<file path="src/rtl/mux_rr_nch.sv">
// mux_rr_nch
//   N_CH-input, WIDTH-bit multiplexer with a single registered output stage
//   and valid/ready handshakes on every channel. Selection is either fixed
//   (external sel) or round-robin among requesting channels.
//
// Ports
//   clk        rising-edge clock
//   rst_n      asynchronous active-low reset
//   in_valid   per-channel request, bit i = channel i
//   in_data    channel i at [i*WIDTH +: WIDTH]
//   in_ready   one-hot or zero, asserted only for the granted channel
//   mode       0 = fixed select, 1 = round-robin
//   sel        channel index used in fixed mode (out-of-range never grants)
//   out_valid  output register occupied
//   out_data   registered word
//   out_ch     channel that supplied out_data
//   out_ready  consumer accept
module mux_rr_nch #(
  parameter  int unsigned N_CH  = 4,
  parameter  int unsigned WIDTH = 8,
  localparam int unsigned SEL_W = (N_CH > 1) ? $clog2(N_CH) : 1
) (
  input  logic                  clk,
  input  logic                  rst_n,
  input  logic [N_CH-1:0]       in_valid,
  input  logic [N_CH*WIDTH-1:0] in_data,
  output logic [N_CH-1:0]       in_ready,
  input  logic                  mode,
  input  logic [SEL_W-1:0]      sel,
  output logic                  out_valid,
  output logic [WIDTH-1:0]      out_data,
  output logic [SEL_W-1:0]      out_ch,
  input  logic                  out_ready
);

  logic             r_out_valid;
  logic [WIDTH-1:0] r_out_data;
  logic [SEL_W-1:0] r_out_ch;
  logic [SEL_W-1:0] r_rr_ptr;

  logic             w_can_load;
  logic             w_grant_vld;
  logic [SEL_W-1:0] w_grant_idx;
  logic [WIDTH-1:0] w_grant_data;
  logic             w_xfer;

  assign w_can_load = !r_out_valid || out_ready;
  assign w_xfer     = w_grant_vld && w_can_load;

  // Grant selection. In round-robin mode each channel gets a priority
  // distance from rr_ptr+1 (0 = highest); the valid channel with the
  // smallest distance wins.
  always_comb begin : p_grant
    int unsigned w_dist;
    int unsigned w_best;
    w_grant_vld = 1'b0;
    w_grant_idx = '0;
    w_dist      = 0;
    w_best      = N_CH;
    if (!mode) begin
      for (int unsigned i = 0; i < N_CH; i++) begin
        if (sel == SEL_W'(i) && in_valid[i]) begin
          w_grant_vld = 1'b1;
          w_grant_idx = SEL_W'(i);
        end
      end
    end else begin
      for (int unsigned i = 0; i < N_CH; i++) begin
        w_dist = (i + N_CH - 32'(r_rr_ptr) - 1) % N_CH;
        if (in_valid[i] && w_dist < w_best) begin
          w_best      = w_dist;
          w_grant_vld = 1'b1;
          w_grant_idx = SEL_W'(i);
        end
      end
    end
  end

  always_comb begin
    w_grant_data = '0;
    for (int unsigned i = 0; i < N_CH; i++) begin
      if (w_grant_idx == SEL_W'(i)) begin
        w_grant_data = in_data[i*WIDTH +: WIDTH];
      end
    end
  end

  // rst_n gates in_ready so no handshake can complete while reset is held.
  always_comb begin
    in_ready = '0;
    for (int unsigned i = 0; i < N_CH; i++) begin
      in_ready[i] = rst_n && w_xfer && (w_grant_idx == SEL_W'(i));
    end
  end

  always_ff @(posedge clk or negedge rst_n) begin
    if (!rst_n) begin
      r_out_valid <= 1'b0;
      r_out_data  <= '0;
      r_out_ch    <= '0;
      r_rr_ptr    <= SEL_W'(N_CH - 1);
    end else if (w_xfer) begin
      r_out_valid <= 1'b1;
      r_out_data  <= w_grant_data;
      r_out_ch    <= w_grant_idx;
      r_rr_ptr    <= w_grant_idx;
    end else if (r_out_valid && out_ready) begin
      r_out_valid <= 1'b0;
    end
  end

  assign out_valid = r_out_valid;
  assign out_data  = r_out_data;
  assign out_ch    = r_out_ch;

endmodule

</file>
<file path="config.mk">
export PLATFORM = sky130hd
export DESIGN_NAME = mux_rr_nch
export DESIGN_NICKNAME = d
export VERILOG_FILES = /design/src/rtl/mux_rr_nch.sv
export SDC_FILE = /design/constraint.sdc
export NUM_CORES = 1
export LEC_CHECK = 0
export CORE_MARGIN = 2
export CORE_UTILIZATION = 37
export CTS_BUF_LIST = sky130_fd_sc_hd__clkbuf_4 sky130_fd_sc_hd__clkbuf_8
export DETAILED_ROUTE_END_ITERATION = 8
export PLACE_DENSITY = 0.83
export SLEW_MARGIN = 20
export SYNTH_ARGS = -nofsm -noshare
export SYNTH_HDL_FRONTEND = slang
export SYNTH_SLANG_ARGS = --single-unit
</file>
<file path="constraint.sdc">
create_clock -name clk -period 8.2 [get_ports clk]
set_input_delay 2.46 -clock clk [delete_from_list [all_inputs] [get_ports clk]]
set_output_delay 2.46 -clock clk [all_outputs]
set_load 0.05 [all_outputs]
</file>
==> key figures <==
Logic synthesis
  • Sequential fraction of the synthesis area: 30.3%
  • Yosys top cell area share: 25.4%
  • #FFs+latches synth: 13
  • Yosys cell types: 38
  • Synth area leaders: dfrtp_1 (25%), mux2i_1 (17%), o221ai_1 (5.7%)
  • Cell Area, Synth: 1080 sq um
  • Leading area contributor after synthesis: dfrtp_1
  • Synth Warn #: 0
  • Syn nets: 156
  • Cell count after synthesis: 111
  • Syn avg cell area: 9.76 sq um

Routing
  • Remaining antenna violation count: 0
  • Drt pass-1 iters: 4
  • Residual DRC: 0
  • Drt wl/cell: 15.2 microns
  • Post-Route WL: 3270 microns
  • Vias/cell: 5.53
  • Initial detailed-routing violation count: 33
  • Vias: 1189

Status
  • Failing checks: setup timing
  • Status: finished, violations left

Worst setup path
  • CP Class: in -> out
  • CP Cell Sequence: buf_6 > or2b_1 > ha_4 > a21o_1 > a21oi_2 > mux2_4 > ha_4 > and4b_1 > a22oi_2 > nand2_1 > o21ai_1 > ha_1 > inv_1 > a221oi_2 > a21o_1 > o21ai_4 > buf_6 > nor3b_4 > buf_12
  • Worst path max stage delay: 0.33 ns
  • Critical Path End: in_ready[0]
  • CP max FO: 4
  • Family with the most delay on the worst path: compound AO/OA/AOI/OAI gates
  • RR Startpoint: r_rr_ptr[1]
  • Worst Path Buf+Inv: 4
  • CP endpoint kind: primary output
  • Critical Path AT: 5.79 ns
  • Crit start category: input port
  • R2R setup slack: 3.91 ns
  • WP data required: 5.74 ns
  • R2R cell count: 18
  • Critical Path Source: in_valid[0]
  • CP max stage cell: mux2_4
  • Levels on crit path: 19
  • Reg-to-Reg End: out_data[4]

Timing
  • Final worst slack: -0.0488 ns
  • Final setup viols: 4
  • Final hold vios: 0
  • Clock skew: 0.00287 ns
  • Hold Slack: 0.498 ns
  • RSZ-0062 raised after global routing: yes
  • Fmax: 0.121 GHz
  • Slew margin rel.: 57.3%
  • Final Max Slew Viols: 0
  • Fin Setup TNS: -0.165 ns
  • Min cycle time layout: 8.25 ns
  • Final period util: 101%
  • Tightest Pin Transition: 0.638 ns

Global routing
  • Gr usage total: 19.7%
  • Final global-route overflow total: 0
  • First-pass GRT wire length: 5090 microns
  • Vias in the first global route: 1148
  • Largest net degree at the start of global routing: 16
  • Initial antenna violation count: 0

Cells and area
  • Number of diodes: 0
  • Final net count: 230
  • Fin cells: 215
  • Area Growth Syn to Fin: 75.6%
  • Share of layout cells above drive strength 1: 26.6%

Power
  • Flop pwr share: 19.5%
  • Switching power: 270 uW
  • Clk pwr share: 7.0%
  • Total internal power: 308 uW
  • Leak Pwr: 0.852 nW
  • Switching Share: 46.7%
  • VDD IR max: 0.320 mV
  • Comb pwr share: 73.5%
  • Power Density: 304 nW/um^2

Job
  • Max-cap violations: 0

Clocking
  • CTS root buf: clkbuf_4
  • TritonCTS Sinks: 13
  • Reg clk slew, reported paths: 0.08 ns
  • CTS Hold Bufs: 0
  • H-tree depth: 1
  • CTS Buf Count: 3
  • Clk buf depth: 2
  • CTS tree: built
  • Clock latency at the later pin of the worst-skew pair: 0.28 ns

Placement
  • PortBufs: 56
  • Pre-CTS WS: -0.553 ns
  • Placed instance count: 203
  • Post-DP HPWL: 2610 microns
  • RePlAce Congestion: 0.863

Floorplanning
  • Starting Density: 39.3%
  • Die width: 58.1 microns
  • Number of core rows: 19
  • Area of the die: 3380 sq um
  • Top-Level Pins: 57
  • Core area: 2760 sq um
  • Die Ht: 58.1 microns

Hold path
  • Worst Hold Class: reg -> reg
## metrics by stage
step	util [%]	cell area (sq um)	power, mW
floorplan	-	1150	0.371
global placement	64.9	1790	0.485
detailed placement	64.9	1790	0.500
CTS	67.2	1850	0.554
global route	69.0	1900	0.615
finish	69.0	1900	0.578
## cell families after synthesis
| family | Yosys count | synth area share (%) |
|---|---|---|
| buffers and inverters | 13 | 7.27 |
| xor gates and xnor gates | 1 | 0.808 |
| AOI/OAI and AO/OA | 29 | 21.8 |
| muxes | 20 | 19.7 |
| adders and majority gates | 3 | 3.46 |
| DFF | 13 | 30.3 |
| and+or+nand+nor | 32 | 16.6 |
## sequential cells by signal (all words and copies together), names as in the netlist
| signal | flops |
|---|---|
| out_ch | 2 |
| out_data | 8 |
| r_rr_ptr | 2 |
| out_valid | 1 |
## worst min-delay path by stage
stage | cells past startpoint | slack [ns] | from | end
2_1_floorplan | 1 | 0.53 | r_rr_ptr[1] | r_rr_ptr[1]
3_3_place_gp | 1 | 0.47 | out_ch[1] | out_ch[1]
3_5_place_dp | 1 | 0.47 | out_ch[1] | out_ch[1]
4_1_cts | 1 | 0.50 | out_ch[1] | out_ch[1]
5_1_grt | 1 | 0.54 | out_ch[0] | out_ch[0]
6_report | 1 | 0.50 | out_ch[0] | out_ch[0]
## area by class of cell
cell class	instances	area (sq um)
Tap cell	31	38.8
Clock buffer	3	22.5
Clock inverter	1	5.00
Inverter	7	26.3
Timing Repair Buffer	75	731
Multi-Input combinational cell	85	752
Fill cell	206	855
Sequential cell	13	328
## cells in the mapped netlist
master / number
dfstp_2: 2
nand2_1: 14
a21oi_1: 2
nor3b_1: 2
nor2_1: 3
buf_4: 2
mux2i_1: 18
nand2b_4: 1
nand4_1: 1
buf_6: 3
dfrtp_1: 11
nand2b_1: 2
ha_1: 3
and2_4: 1
inv_1: 6
o2bb2ai_2: 1
a211oi_2: 1
nor2b_1: 1
nor3_1: 3
o21ai_2: 3
o221ai_1: 7
mux4_2: 1
o21ai_0: 2
and4b_1: 1
mux2_2: 1
and4_1: 1
o22ai_1: 2
a21o_1: 4
a22oi_2: 1
clkbuf_1: 1
o21ai_1: 2
o21a_1: 2
a221oi_2: 1
inv_2: 1
xor2_1: 1
or2b_1: 1
a31oi_1: 1
and4bb_1: 1
## metal layers
layer | vias to the layer above | GRT usage [%] | routed length, microns
met5 | - | 0 | 0
met4 | 0 | 8.64 | 81
met3 | 12 | 3.57 | 127
met2 | 32 | 35.4 | 1810
met1 | 578 | 22.7 | 1250
li1 | 567 | - | -
## cell usage in the layout (no fill, tap or decap), types with 2 or more instances in the layout
cell type        count
clkbuf_4             3
o21a_1               2
nand2_1             14
clkdlybuf4s50_1     51
a21o_1               4
mux2i_1             18
nor3b_4              2
ha_4                 2
dfrtp_1             11
o21ai_2              2
buf_6                4
o22ai_1              2
o21ai_1              3
nor2_1               3
buf_12               2
inv_1                6
dfstp_2              2
nor3_1               2
buf_4               18
nand2b_1             2
o221ai_1             7
## timing repair
item                                    CTS  global route
gates resized for setup                   8             1
hold endpoints to repair                  0             0
pin swaps                                10             4
endpoints found under the setup margin    4             4
setup buffers                             3             5
## power groups by stage
| stage | clock network, mW | registers [mW] | logic, mW |
|---|---|---|---|
| floorplan | 0 | 0.192 | 0.180 |
| global placement | 0 | 0.111 | 0.373 |
| detailed placement | 0 | 0.113 | 0.387 |
| CTS | 0.0417 | 0.112 | 0.400 |
| global route | 0.0451 | 0.117 | 0.453 |
| finish | 0.0403 | 0.113 | 0.425 |
No activity file was read; power rests on OpenSTA's default activity.
